===== src/rtl/fetch_unit_pkg.sv =====
// fetch_unit_pkg
// Shared encodings for the MIPS core front end: decoder branch kinds,
// ALU and immediate-extension op codes, and the fetch sequencer states.
// Also provides the 16-bit sign-extension helper used by next-PC logic.
package fetch_unit_pkg;

  // Default fetch start address; the low two bits must stay zero.
  localparam logic [31:0] RESET_PC_DEFAULT = 32'h0000_3000;

  // Decoder branch kind. The unused code 2'b11 behaves like BR_NONE.
  typedef enum logic [1:0] {
    BR_NONE = 2'b00,
    BR_EQ   = 2'b01,
    BR_NE   = 2'b10
  } branch_e;

  // ALU operation codes driven by the control decoder.
  typedef enum logic [2:0] {
    ALU_ADD = 3'd0,
    ALU_SUB = 3'd1,
    ALU_AND = 3'd2,
    ALU_OR  = 3'd3,
    ALU_SLT = 3'd4
  } alu_op_e;

  // Immediate extension modes.
  typedef enum logic [1:0] {
    EXT_ZERO = 2'd0,
    EXT_SIGN = 2'd1,
    EXT_LUI  = 2'd2
  } ext_op_e;

  // Fetch sequencer states.
  typedef enum logic [1:0] {
    S_IDLE  = 2'd0,
    S_FETCH = 2'd1,
    S_ISSUE = 2'd2
  } fetch_state_e;

  function automatic logic [31:0] sext16(input logic [15:0] v);
    return {{16{v[15]}}, v};
  endfunction

endpackage


===== src/rtl/fetch_unit_if.sv =====
// fetch_unit_if
// Bundles the instruction-memory handshake, the decoder-facing instruction
// outputs and the retirement/flow-control inputs of the fetch unit.
//   master : fetch_unit side (drives imem_req/addr, instr, pc, ...)
//   slave  : memory/decoder/datapath side (drives ack, rdata, retire, ...)
interface fetch_unit_if;
  import fetch_unit_pkg::*;

  logic        imem_req;
  logic [31:0] imem_addr;
  logic        imem_ack;
  logic [31:0] imem_rdata;
  logic [31:0] instr;
  logic        instr_valid;
  logic [5:0]  OpCode;
  logic [5:0]  Funct;
  logic [31:0] pc;
  logic        retire;
  logic        jump;
  logic [1:0]  Branch;
  logic        zero;

  modport master (
    output imem_req, imem_addr, instr, instr_valid, OpCode, Funct, pc,
    input  imem_ack, imem_rdata, retire, jump, Branch, zero
  );

  modport slave (
    input  imem_req, imem_addr, instr, instr_valid, OpCode, Funct, pc,
    output imem_ack, imem_rdata, retire, jump, Branch, zero
  );

endinterface


===== src/rtl/fetch_unit_npc.sv =====
// fetch_unit_npc
// Purely combinational next-PC selection.
//   pc     in  32  address of the retiring instruction
//   instr  in  32  the retiring instruction word
//   jump   in  1   unconditional jump (highest priority)
//   Branch in  2   branch kind (see branch_e)
//   zero   in  1   ALU equal-zero flag
//   npc    out 32  next PC, word aligned
module fetch_unit_npc
  import fetch_unit_pkg::*;
(
  input  logic [31:0] pc,
  input  logic [31:0] instr,
  input  logic        jump,
  input  logic [1:0]  Branch,
  input  logic        zero,
  output logic [31:0] npc
);

  logic [31:0] pc_plus4;
  logic [31:0] br_offset;
  logic [31:0] br_target;
  logic [31:0] jump_target;
  logic        br_taken;
  logic [31:0] sel_next;

  // All adds wrap modulo 2^32.
  assign pc_plus4    = pc + 32'd4;
  assign br_offset   = sext16(instr[15:0]) << 2;
  assign br_target   = pc_plus4 + br_offset;
  assign jump_target = {pc_plus4[31:28], instr[25:0], 2'b00};

  // 2'b11 is deliberately not matched, so it falls through as "no branch".
  assign br_taken = ((Branch == BR_EQ) &&  zero) ||
                    ((Branch == BR_NE) && !zero);

  always_comb begin
    sel_next = pc_plus4;
    if (jump) begin
      sel_next = jump_target;
    end else if (br_taken) begin
      sel_next = br_target;
    end
  end

  assign npc = {sel_next[31:2], 2'b00};

endmodule


===== src/rtl/fetch_unit.sv =====
// fetch_unit
// Instruction fetch and sequencing unit. Holds the PC, fetches one word at a
// time over a req/ack handshake, presents it to the decoder and waits for the
// datapath to retire it before computing and loading the next PC.
//   clk  in  1  system clock, rising edge
//   rst  in  1  asynchronous active-high reset
//   bus  fetch_unit_if.master  memory handshake, instruction outputs,
//        retire and flow-control inputs
// Parameter RESET_PC: PC loaded on reset (low two bits are ignored).
module fetch_unit
  import fetch_unit_pkg::*;
#(
  parameter logic [31:0] RESET_PC = RESET_PC_DEFAULT
)(
  input  logic          clk,
  input  logic          rst,
  fetch_unit_if.master  bus
);

  localparam logic [31:0] RESET_PC_ALIGNED = {RESET_PC[31:2], 2'b00};

  fetch_state_e state_reg;
  logic [31:0]  pc_reg;
  logic [31:0]  instr_reg;
  logic         valid_reg;
  logic         req_reg;
  logic [31:0]  pc_next;

  fetch_unit_npc u_npc (
    .pc     (pc_reg),
    .instr  (instr_reg),
    .jump   (bus.jump),
    .Branch (bus.Branch),
    .zero   (bus.zero),
    .npc    (pc_next)
  );

  // All outputs come straight from registers, so ack/retire never reach an
  // output combinationally.
  always_ff @(posedge clk or posedge rst) begin
    if (rst) begin
      state_reg <= S_IDLE;
      pc_reg    <= RESET_PC_ALIGNED;
      instr_reg <= 32'd0;
      valid_reg <= 1'b0;
      req_reg   <= 1'b0;
    end else begin
      case (state_reg)
        S_IDLE: begin
          // Ack is ignored here, so a stale ack straddling reset is harmless.
          state_reg <= S_FETCH;
          req_reg   <= 1'b1;
        end
        S_FETCH: begin
          if (bus.imem_ack) begin
            instr_reg <= bus.imem_rdata;
            valid_reg <= 1'b1;
            req_reg   <= 1'b0;
            state_reg <= S_ISSUE;
          end
        end
        S_ISSUE: begin
          if (bus.retire) begin
            pc_reg    <= pc_next;
            valid_reg <= 1'b0;
            req_reg   <= 1'b1;
            state_reg <= S_FETCH;
          end
        end
        default: begin
          state_reg <= S_IDLE;
          valid_reg <= 1'b0;
          req_reg   <= 1'b0;
        end
      endcase
    end
  end

  assign bus.imem_req    = req_reg;
  assign bus.imem_addr   = pc_reg;
  assign bus.pc          = pc_reg;
  assign bus.instr       = instr_reg;
  assign bus.instr_valid = valid_reg;
  assign bus.OpCode      = instr_reg[31:26];
  assign bus.Funct       = instr_reg[5:0];

endmodule


===== src/flat_wrapper.sv =====
// flat-port wrapper written by rule: the top's interface ports become plain ports
module fetch_unit_flat import fetch_unit_pkg::*;
#(
  parameter logic [31:0] RESET_PC = RESET_PC_DEFAULT
)
  (clk, rst, bus_imem_req, bus_imem_addr, bus_instr, bus_instr_valid, bus_OpCode, bus_Funct, bus_pc, bus_imem_ack, bus_imem_rdata, bus_retire, bus_jump, bus_Branch, bus_zero);
  fetch_unit_if bus_i ();
  input  logic clk;
  input  logic rst;
  output wire logic [$bits(bus_i.imem_req)-1:0] bus_imem_req;
  output wire logic [$bits(bus_i.imem_addr)-1:0] bus_imem_addr;
  output wire logic [$bits(bus_i.instr)-1:0] bus_instr;
  output wire logic [$bits(bus_i.instr_valid)-1:0] bus_instr_valid;
  output wire logic [$bits(bus_i.OpCode)-1:0] bus_OpCode;
  output wire logic [$bits(bus_i.Funct)-1:0] bus_Funct;
  output wire logic [$bits(bus_i.pc)-1:0] bus_pc;
  input wire logic [$bits(bus_i.imem_ack)-1:0] bus_imem_ack;
  input wire logic [$bits(bus_i.imem_rdata)-1:0] bus_imem_rdata;
  input wire logic [$bits(bus_i.retire)-1:0] bus_retire;
  input wire logic [$bits(bus_i.jump)-1:0] bus_jump;
  input wire logic [$bits(bus_i.Branch)-1:0] bus_Branch;
  input wire logic [$bits(bus_i.zero)-1:0] bus_zero;
  assign bus_imem_req = bus_i.imem_req;
  assign bus_imem_addr = bus_i.imem_addr;
  assign bus_instr = bus_i.instr;
  assign bus_instr_valid = bus_i.instr_valid;
  assign bus_OpCode = bus_i.OpCode;
  assign bus_Funct = bus_i.Funct;
  assign bus_pc = bus_i.pc;
  assign bus_i.imem_ack = bus_imem_ack;
  assign bus_i.imem_rdata = bus_imem_rdata;
  assign bus_i.retire = bus_retire;
  assign bus_i.jump = bus_jump;
  assign bus_i.Branch = bus_Branch;
  assign bus_i.zero = bus_zero;
  fetch_unit #(.RESET_PC(RESET_PC)) u_core (.clk(clk), .rst(rst), .bus(bus_i));
endmodule

===== config.mk =====
export PLATFORM = sky130hd
export DESIGN_NAME = fetch_unit_flat
export DESIGN_NICKNAME = d
export VERILOG_FILES = /design/src/rtl/fetch_unit_pkg.sv /design/src/rtl/fetch_unit_if.sv /design/src/rtl/fetch_unit_npc.sv /design/src/rtl/fetch_unit.sv /design/src/flat_wrapper.sv
export SDC_FILE = /design/constraint.sdc
export NUM_CORES = 1
export LEC_CHECK = 0
export CORE_UTILIZATION = 40
export DETAILED_ROUTE_END_ITERATION = 8
export PLACE_DENSITY = 0.68
export SLEW_MARGIN = 20
export SYNTH_ARGS = -nofsm -noshare
export SYNTH_HDL_FRONTEND = slang
export SYNTH_SLANG_ARGS = --single-unit

===== constraint.sdc =====
create_clock -name clk -period 4.9 [get_ports clk]
set_clock_uncertainty 0.15 [all_clocks]
set_input_delay 0.98 -clock clk [delete_from_list [all_inputs] [get_ports clk]]
set_output_delay 0.98 -clock clk [all_outputs]
set_load 0.005 [all_outputs]

==> flow_metrics.py, run 1 <==
metrics = {
    "run_status": {
        "outcome": "finished, final reports clean",
    },
    "logic_synthesis": {
        "synthDominantCellAreaShare_pct": 28.5,
        "netlist_area_sq_um": 5540,
        "ys_seq_area_share_pct": 29.4,
        "ys_top_cells_by_count": "dfrtp_1, nand2_1, buf_4",
        "ys_seq_elements": 65,
        "ys.flop_type": "dfrtp_1",
        "synthCells": 637,
        "synthArstFlopShare_pct": 100,
        "yosysMostFrequentCell": "dfrtp_1",
        "synth_edf_count": 0,
        "ys_top_cells_by_area": "dfrtp_1, ha_1, buf_4",
        "ys_warn_count": 0,
        "synth_cell_types": 66,
        "synth_area_leader_cell": "dfrtp_1",
        "syn_area_per_cell_sq_um": 8.70,
    },
    "layout": {
        "largest_register_ffs": 32,
        "instances_no_fill": 911,
        "final_util_pct": 53.5,
        "nets": 808,
        "nFillCells": 1229,
        "antenna_cells": 0,
        "drive_above_1_share_pct": 9.39,
        "area_growth_pct": 29.4,
        "post-route-cell-area_sq_um": 7170,
    },
    "detailed_routing": {
        "vias_per_cell": 5.74,
        "routed_wl_mm": 16.9,
        "vias": 5229,
        "drt-wirelength-per-cell_microns": 18.5,
        "drt_first_pass_iters": 5,
        "drc_errors": 0,
        "drt_iter0_drc": 314,
        "final_antenna_net_count": 0,
    },
    "critical_path": {
        "worstSetupPathType": "flop to flop",
        "cp.arrival_ns": 4.45,
        "end_kind": "flop",
        "crit_required_ns": 4.97,
        "critPathLaunch": "u_core.bus.imem_addr[6]",
        "critPathMaxFanout": 7,
        "timing.rr.start": "u_core.bus.imem_addr[6]",
        "cp-start-kind": "flop",
    },
    "die": {
        "num_rows": 42,
        "start_util_pct": 41.3,
        "dieArea_sq_um": 14300,
        "core_area_sq_um": 13400,
        "die_y_microns": 120,
        "dieWidth_microns": 120,
        "io_pins": 150,
    },
    "place": {
        "place_inst": 895,
        "gp_congestion": 0.944,
        "hpwlAfterDp_mm": 12.3,
        "post_dp_cell_area_sq_um": 6810,
        "port_buffers": 145,
    },
    "pwr": {
        "total_power_mw": 5.48,
        "combPwrFrac_pct": 64.0,
        "powerDensity_nw_per_um2": 765,
        "p_clk_share_pct": 14.1,
        "ir_drop_mv": 0.326,
        "p_sw_share_pct": 42.9,
        "p_sw_mw": 2.35,
        "pwr-share-seq_pct": 21.9,
        "p_leak_nw": 3.01,
        "intPower_mw": 3.13,
    },
    "global_route": {
        "use_met3_pct": 5.47,
        "grt_max_degree": 49,
        "busiest_layer": "met2",
        "globalRouteMet2Util_pct": 39.7,
        "grt_pass1_wl_mm": 26.5,
        "globalRouteMet1Util_pct": 29.5,
        "grt_pass1_vias": 5152,
        "grtUsageTotal_pct": 23.7,
        "grt.overflow.total": 0,
        "grt_antenna_before_repair": 0,
    },
    "timing": {
        "finalSetupViolCount": 0,
        "fmax_mhz": 228,
        "worstMarginPinSlew_ns": 1.04,
        "hold_viol_final": 0,
        "maxSlewHeadroom_pct": 30.2,
        "setup_tns_ns": 0,
        "rsz0062_at_grt": "false",
        "fin_crit_ns": 4.38,
        "drv_slew": 0,
        "timing.final.crit_share_pct": 89.5,
    },
    "cts": {
        "worstSkewPairLatency_ns": 0.35,
        "htreeDepth": 3,
        "clockBufferDepth": 2,
        "cts_tree": "yes",
        "cts_buffers": 9,
        "clock-sinks": 65,
        "post-cts-setup-buffer-count": 0,
        "cts-resized-gates": 0,
        "cts-root-buf": "clkbuf_16",
        "cts.clk_slew.worst_paths_ns": 0.06,
        "cts_hold_buf": 0,
    },
    "flow_run": {
        "maxCapViolations": 0,
    },
    "worst_hold_path": {
        "hold_class": "flop to flop",
        "min_from": "u_core.bus.instr[30]",
    },
}
-- cells by family after synthesis --
family | Yosys count | share of synthesized area, %
simple gates | 187 | 16.7
compound gates | 181 | 21.4
buf+inv | 80 | 8.81
flops | 65 | 29.4
xor+xnor | 51 | 8.06
fa+ha+maj | 38 | 8.72
mux | 34 | 6.87
other cells | 1 | 0.0677
-- worst paths after layout --
check                                      endpoint  slack, ns  cells past startpoint
setup / recovery           u_core.bus.imem_addr[31]       0.52                     15
hold / removal                 u_core.bus.instr[30]       0.38                      1
setup reg to reg           u_core.bus.imem_addr[31]       0.52                     15
hold reg to reg                u_core.bus.instr[30]       0.38                      1
max in group asynchronous  u_core.bus.imem_addr[12]       2.81                      3
min in group asynchronous       u_core.bus.instr[4]       0.96                      2
-- power by group through the flow --
stage | Combinational (mW) | Sequential [mW] | Clock, mW
final | 3.51 | 1.20 | 0.775
after global routing | 3.81 | 1.25 | 0.806
after CTS | 3.48 | 1.20 | 0.788
after detailed placement | 3.45 | 1.20 | 0
after global placement | 3.43 | 1.18 | 0
after floorplan | 2.30 | 1.12 | 0
-- final cells by class --
| type | instances | area, sq um | share of cell area [%] |
|---|---|---|---|
| multi-input cells | 495 | 3440 | 48.0 |
| flip-flops and latches | 65 | 1630 | 22.7 |
| repair buffers | 151 | 1500 | 20.9 |
| clock buffers | 10 | 239 | 3.33 |
| well taps | 176 | 220 | 3.07 |
| clock inverters | 6 | 113 | 1.57 |
| inverters | 8 | 31.3 | 0.436 |
-- cell usage in the layout, fill, tap and decap left out, drive strengths merged, types with 13 or more instances in the layout --
cell,count
nand3,26
a21oi,38
ha,37
mux2,32
o21ai,53
nand2,56
xnor2,28
clkdlybuf4s50,145
a21o,23
nor3,13
xor2,23
nor2,45
dfrtp,63
-- stage by stage --
step	hold slack, ns	setup WS, ns
floorplan	0.338	1.31
global placement	0.338	0.749
global route	0.395	0.309
detailed placement	0.370	0.626
finish	0.380	0.515
CTS	0.388	0.598
-- worst max-delay path, cell delays in order, from the launching register on --
cell      delay, ns
dfrtp_1        0.46
and4_1         0.37
and3_1         0.45
nand4_4        0.18
nor2_1         0.18
xor2_1         0.14
ha_1           0.26
a21o_1         0.20
a311oi_1       0.35
a21oi_1        0.12
a311o_1        0.35
a211oi_1       0.28
o21ai_1        0.15
a31oi_1        0.34
a41o_1         0.16
nand4_1        0.09
-- metal layers --
layer | vias up | wire [microns]
li1 | 2463 | -
met1 | 2528 | 7240
met2 | 214 | 8220
met3 | 24 | 1110
met4 | 0 | 295
met5 | - | 0
No activity file was read; power rests on OpenSTA's default activity.
==> run 2: changes to the inputs <==
Settings changed: CAP_MARGIN set to 25, CORE_UTILIZATION 40 to 50, PLACE_DENSITY 0.68 to 0.82.
==> flow_metrics.py, run 2 (synthesis gave the netlist of run 1 again) <==
metrics = {
    "run_status": {
        "outcome": "finished, final reports clean",
    },
    "critical_path": {
        "end_kind": "flop",
        "crit_end": "u_core.bus.imem_addr[27]",
        "critPathMaxFanout": 7,
        "reg2reg_setup_slack_ns": 0.57,
        "crit_required_ns": 5.01,
        "cp.arrival_ns": 4.44,
        "rr_worst_depth": 13,
        "timing.rr.start": "u_core.bus.imem_addr[5]",
        "worstSetupPathType": "flop to flop",
        "r2r-end": "u_core.bus.imem_addr[27]",
        "critPathLaunch": "u_core.bus.imem_addr[5]",
        "cp-start-kind": "flop",
    },
    "die": {
        "core_area_sq_um": 10800,
        "dieWidth_microns": 107,
        "num_rows": 38,
        "die_y_microns": 107,
        "start_util_pct": 51.1,
        "io_pins": 150,
        "dieArea_sq_um": 11500,
    },
    "timing": {
        "fin_crit_ns": 4.33,
        "hold_viol_final": 0,
        "setup_tns_ns": 0,
        "holdWs_ns": 0.386,
        "maxSlewHeadroom_pct": 39.4,
        "fmax_mhz": 231,
        "drv_slew": 0,
        "finalSetupViolCount": 0,
        "rsz0062_at_grt": "false",
        "worstMarginPinSlew_ns": 0.909,
        "timing.final.crit_share_pct": 88.3,
    },
    "pwr": {
        "ir_drop_mv": 0.363,
        "powerDensity_nw_per_um2": 747,
        "p_leak_nw": 2.98,
    },
    "layout": {
        "nets": 812,
        "largest_register_ffs": 32,
        "area_growth_pct": 27.3,
        "layout_commonest_cell": "clkdlybuf4s50_1",
        "antenna_cells": 0,
        "instances_no_fill": 879,
        "drive_above_1_share_pct": 9.74,
        "final_cell_mix": "clkdlybuf4s50_1, dfrtp_1, nand2_1",
    },
    "place": {
        "gp_congestion": 0.973,
        "port_buffers": 145,
        "place_inst": 862,
        "hpwlAfterDp_mm": 12.2,
    },
    "cts": {
        "clockBufferDepth": 2,
        "cts.clk_slew.worst_paths_ns": 0.08,
        "worstSkewPairLatency_ns": 0.38,
        "cts_tree": "yes",
        "post-cts-setup-buffer-count": 0,
        "clock-sinks": 65,
        "cts-resized-gates": 0,
        "cts_hold_buf": 0,
        "cts-root-buf": "clkbuf_8",
        "cts_buffers": 9,
        "htreeDepth": 3,
    },
    "global_route": {
        "grt_pass1_vias": 5148,
        "grt_max_degree": 47,
        "grtUsageTotal_pct": 29.9,
        "grt_pass1_wl_mm": 26.2,
        "grt_antenna_before_repair": 0,
        "grt.overflow.total": 0,
    },
    "detailed_routing": {
        "vias_per_cell": 5.88,
        "drt_first_pass_iters": 5,
        "vias": 5170,
        "routed_wl_mm": 16.6,
        "final_antenna_net_count": 0,
        "drc_errors": 0,
        "drt_iter0_drc": 244,
        "drt-wirelength-per-cell_microns": 18.8,
    },
    "worst_hold_path": {
        "hold_class": "flop to flop",
    },
    "flow_run": {
        "maxCapViolations": 0,
    },
}
==> run 2: routing by layer <==
metal  global-route usage [%]  share of wire, %  wire length [microns]  up-vias
li1                         -                 -                      -     2463
met1                     38.5                44                   7220     2489
met2                     48.0                47                   7820      183
met3                     5.57               6.5                   1070       35
met4                     15.2               2.8                    456        0
met5                        0                 0                      0        -
==> run 2: final cells by class <==
| cell class | instances | area (sq um) |
|---|---|---|
| repair buffers | 155 | 1540 |
| clock buffers | 10 | 128 |
| flip-flops and latches | 65 | 1630 |
| inverters | 8 | 30.0 |
| clock inverters | 6 | 115 |
| well taps | 140 | 175 |
| multi-input cells | 495 | 3440 |
| fillers | 932 | 3790 |
==> run 2: worst min-delay path by stage <==
stage	start	to	slack, ns	depth (start not counted)
after global routing	u_core.bus.instr[16]	u_core.bus.instr[16]	0.41	1
after global placement	u_core.bus.instr_valid	u_core.bus.instr_valid	0.35	2
after detailed placement	u_core.bus.instr_valid	u_core.bus.instr_valid	0.37	2
final	u_core.bus.instr[31]	u_core.bus.instr[31]	0.39	1
after floorplan	u_core.state_reg[1]	u_core.bus.instr_valid	0.34	1
after CTS	u_core.bus.instr_valid	u_core.bus.instr_valid	0.39	2
==> run 2: critical path: stages (launching register included) <==
cell,delay [ns]
dfrtp_1,0.48
and4_1,0.39
and3_1,0.43
nand2_1,0.14
xnor2_1,0.30
ha_1,0.32
o21a_1,0.19
o21ai_0,0.55
nor2_1,0.14
and2_1,0.20
a221o_1,0.37
a221oi_2,0.27
xor2_1,0.21
a21oi_1,0.09
==> run 2: report_power, final <==
part	switching [mW]	internal, mW
clock network	0.245	0.341
logic	1.68	1.82
registers	0.387	0.794
total	2.31	2.96
==> run 2: through the flow <==
stage | util (%) | setup slack (ns) | total power, mW | instance area [sq um]
finish | 65.1 | 0.574 | 5.27 | 7050
global placement | 62.6 | 0.777 | 4.57 | 6780
global route | 65.1 | 0.373 | 5.66 | 7050
detailed placement | 62.8 | 0.680 | 4.63 | 6800
CTS | 65.0 | 0.631 | 5.24 | 7050
floorplan | - | 1.31 | 3.42 | 5550
==> run 3: changes to the inputs <==
==> constraint.sdc (replaced) <==
create_clock -name clk -period 4.9 [get_ports clk]
set_clock_uncertainty 0.15 [all_clocks]
set_input_delay 0.98 -clock clk [delete_from_list [all_inputs] [get_ports clk]]
set_output_delay 0.98 -clock clk [all_outputs]
set_load 0.1 [all_outputs]
==> flow_metrics.py, run 3 (synthesis gave the netlist of run 1 again) <==
metrics = {
    "run_status": {
        "outcome": "finished, final reports clean",
    },
    "layout": {
        "nets": 812,
        "drive_above_1_share_pct": 9.20,
        "layout_commonest_cell": "clkdlybuf4s50_1",
        "largest_register_ffs": 32,
        "multi_input_area_sq_um": 3440,
        "final_util_pct": 64.6,
        "antenna_cells": 0,
        "instances_no_fill": 879,
        "nFillCells": 919,
        "final_cell_mix": "clkdlybuf4s50_1, dfrtp_1, nand2_1",
        "area_growth_pct": 26.3,
        "regArea_sq_um": 1630,
    },
    "critical_path": {
        "critPathMaxFanout": 8,
        "rr_worst_depth": 14,
        "crit_required_ns": 4.96,
        "cp.arrival_ns": 4.39,
        "cp-start-kind": "flop",
        "end_kind": "flop",
        "timing.rr.start": "u_core.bus.imem_addr[4]",
        "reg2reg_setup_slack_ns": 0.58,
        "r2r-end": "u_core.bus.imem_addr[30]",
        "worstSetupPathType": "flop to flop",
    },
    "worst_hold_path": {
        "min_from": "u_core.bus.instr[31]",
        "hold_class": "flop to flop",
        "hold_depth": 1,
        "holdPathEnd": "u_core.bus.instr[31]",
    },
    "timing": {
        "fmax_mhz": 231,
        "setup_tns_ns": 0,
        "fin_crit_ns": 4.32,
        "timing.final.crit_share_pct": 88.2,
        "rsz0062_at_grt": "false",
        "worstMarginPinSlew_ns": 1.03,
        "drv_slew": 0,
        "finalSetupViolCount": 0,
        "hold_viol_final": 0,
        "maxSlewHeadroom_pct": 31.0,
        "holdWs_ns": 0.387,
    },
    "cts": {
        "cts-resized-gates": 0,
        "cts_hold_buf": 0,
        "cts_tree": "yes",
        "post-cts-setup-buffer-count": 0,
        "clock-sinks": 65,
        "htreeDepth": 3,
        "cts_buffers": 9,
        "clockBufferDepth": 2,
        "cts-root-buf": "clkbuf_8",
        "cts.clk_slew.worst_paths_ns": 0.08,
        "worstSkewPairLatency_ns": 0.36,
    },
    "detailed_routing": {
        "top_layer": "met4",
        "drt_first_pass_iters": 4,
        "vias_per_cell": 5.94,
        "final_antenna_net_count": 0,
        "drt_iter0_drc": 285,
        "vias": 5221,
        "wl_met1_mm": 7.09,
        "drt-wirelength-per-cell_microns": 18.7,
        "route.met3.wl_mm": 1.09,
        "wl_met2_mm": 7.87,
        "drc_errors": 0,
        "routed_wl_mm": 16.4,
    },
    "place": {
        "hpwlAfterDp_mm": 12.2,
        "place_inst": 862,
        "gp_congestion": 0.967,
        "port_buffers": 145,
    },
    "global_route": {
        "grt_antenna_before_repair": 0,
        "grt_max_degree": 47,
        "grt_pass1_vias": 4992,
        "grtUsageTotal_pct": 29.1,
        "grt_pass1_wl_mm": 25.8,
        "grt.overflow.total": 0,
    },
    "die": {
        "dieWidth_microns": 107,
        "die_y_microns": 107,
        "core_area_sq_um": 10800,
        "io_pins": 150,
        "num_rows": 38,
        "start_util_pct": 51.1,
        "dieArea_sq_um": 11500,
    },
    "flow_run": {
        "maxCapViolations": 0,
    },
}
-- run 3: layout make-up --
type                       count  share of cell area (%)
clock buffer                  15                    2.23
inverter                       8                   0.429
tap                          140                    2.50
clock inverter                 1                   0.429
multi-input combinational    495                    49.1
sequential                    65                    23.3
timing repair buffer         155                    22.0
-- run 3: through the flow --
| stage | setup WS, ns | instance area, sq um |
|---|---|---|
| 6_report | 0.577 | 7000 |
| 5_1_grt | 0.343 | 7000 |
| 3_5_place_dp | 0.648 | 6800 |
| 3_3_place_gp | 0.776 | 6780 |
| 4_1_cts | 0.628 | 6990 |
| 2_1_floorplan | 0.560 | 5550 |
-- run 3: how the worst max path moves through the flow --
stage          slack (ns)                    start  depth (start not counted)                       end
2_1_floorplan        0.56  u_core.bus.imem_addr[4]                         16  u_core.bus.imem_addr[30]
3_3_place_gp         0.78  u_core.bus.imem_addr[5]                         15  u_core.bus.imem_addr[31]
3_5_place_dp         0.65  u_core.bus.imem_addr[4]                         14  u_core.bus.imem_addr[30]
4_1_cts              0.63  u_core.bus.imem_addr[4]                         14  u_core.bus.imem_addr[30]
5_1_grt              0.34  u_core.bus.imem_addr[4]                         14  u_core.bus.imem_addr[30]
6_report             0.58  u_core.bus.imem_addr[4]                         14  u_core.bus.imem_addr[30]
-- run 3: worst max-delay path: stages, from the launching register on --
cell	delay, ns
dfrtp_1	0.47
and4_1	0.39
and3_1	0.43
nand4_4	0.19
xnor2_1	0.25
ha_1	0.36
a21o_1	0.22
a21o_1	0.18
a21oi_1	0.17
o21ai_1	0.12
a2111oi_0	0.43
a21oi_1	0.21
a311oi_1	0.34
xor2_1	0.18
o31ai_1	0.07
-- run 3: layer usage --
metal / global-route usage (%) / vias up
met4: 10.6 / 0
met5: 0 / -
li1: - / 2470
met2: 47.6 / 195
met3: 5.51 / 30
met1: 38.3 / 2526
Power of run 3 is left out: the tool's default activity adds up to more than one toggle a clock period on the data nets, which glitch-free logic cannot reach.
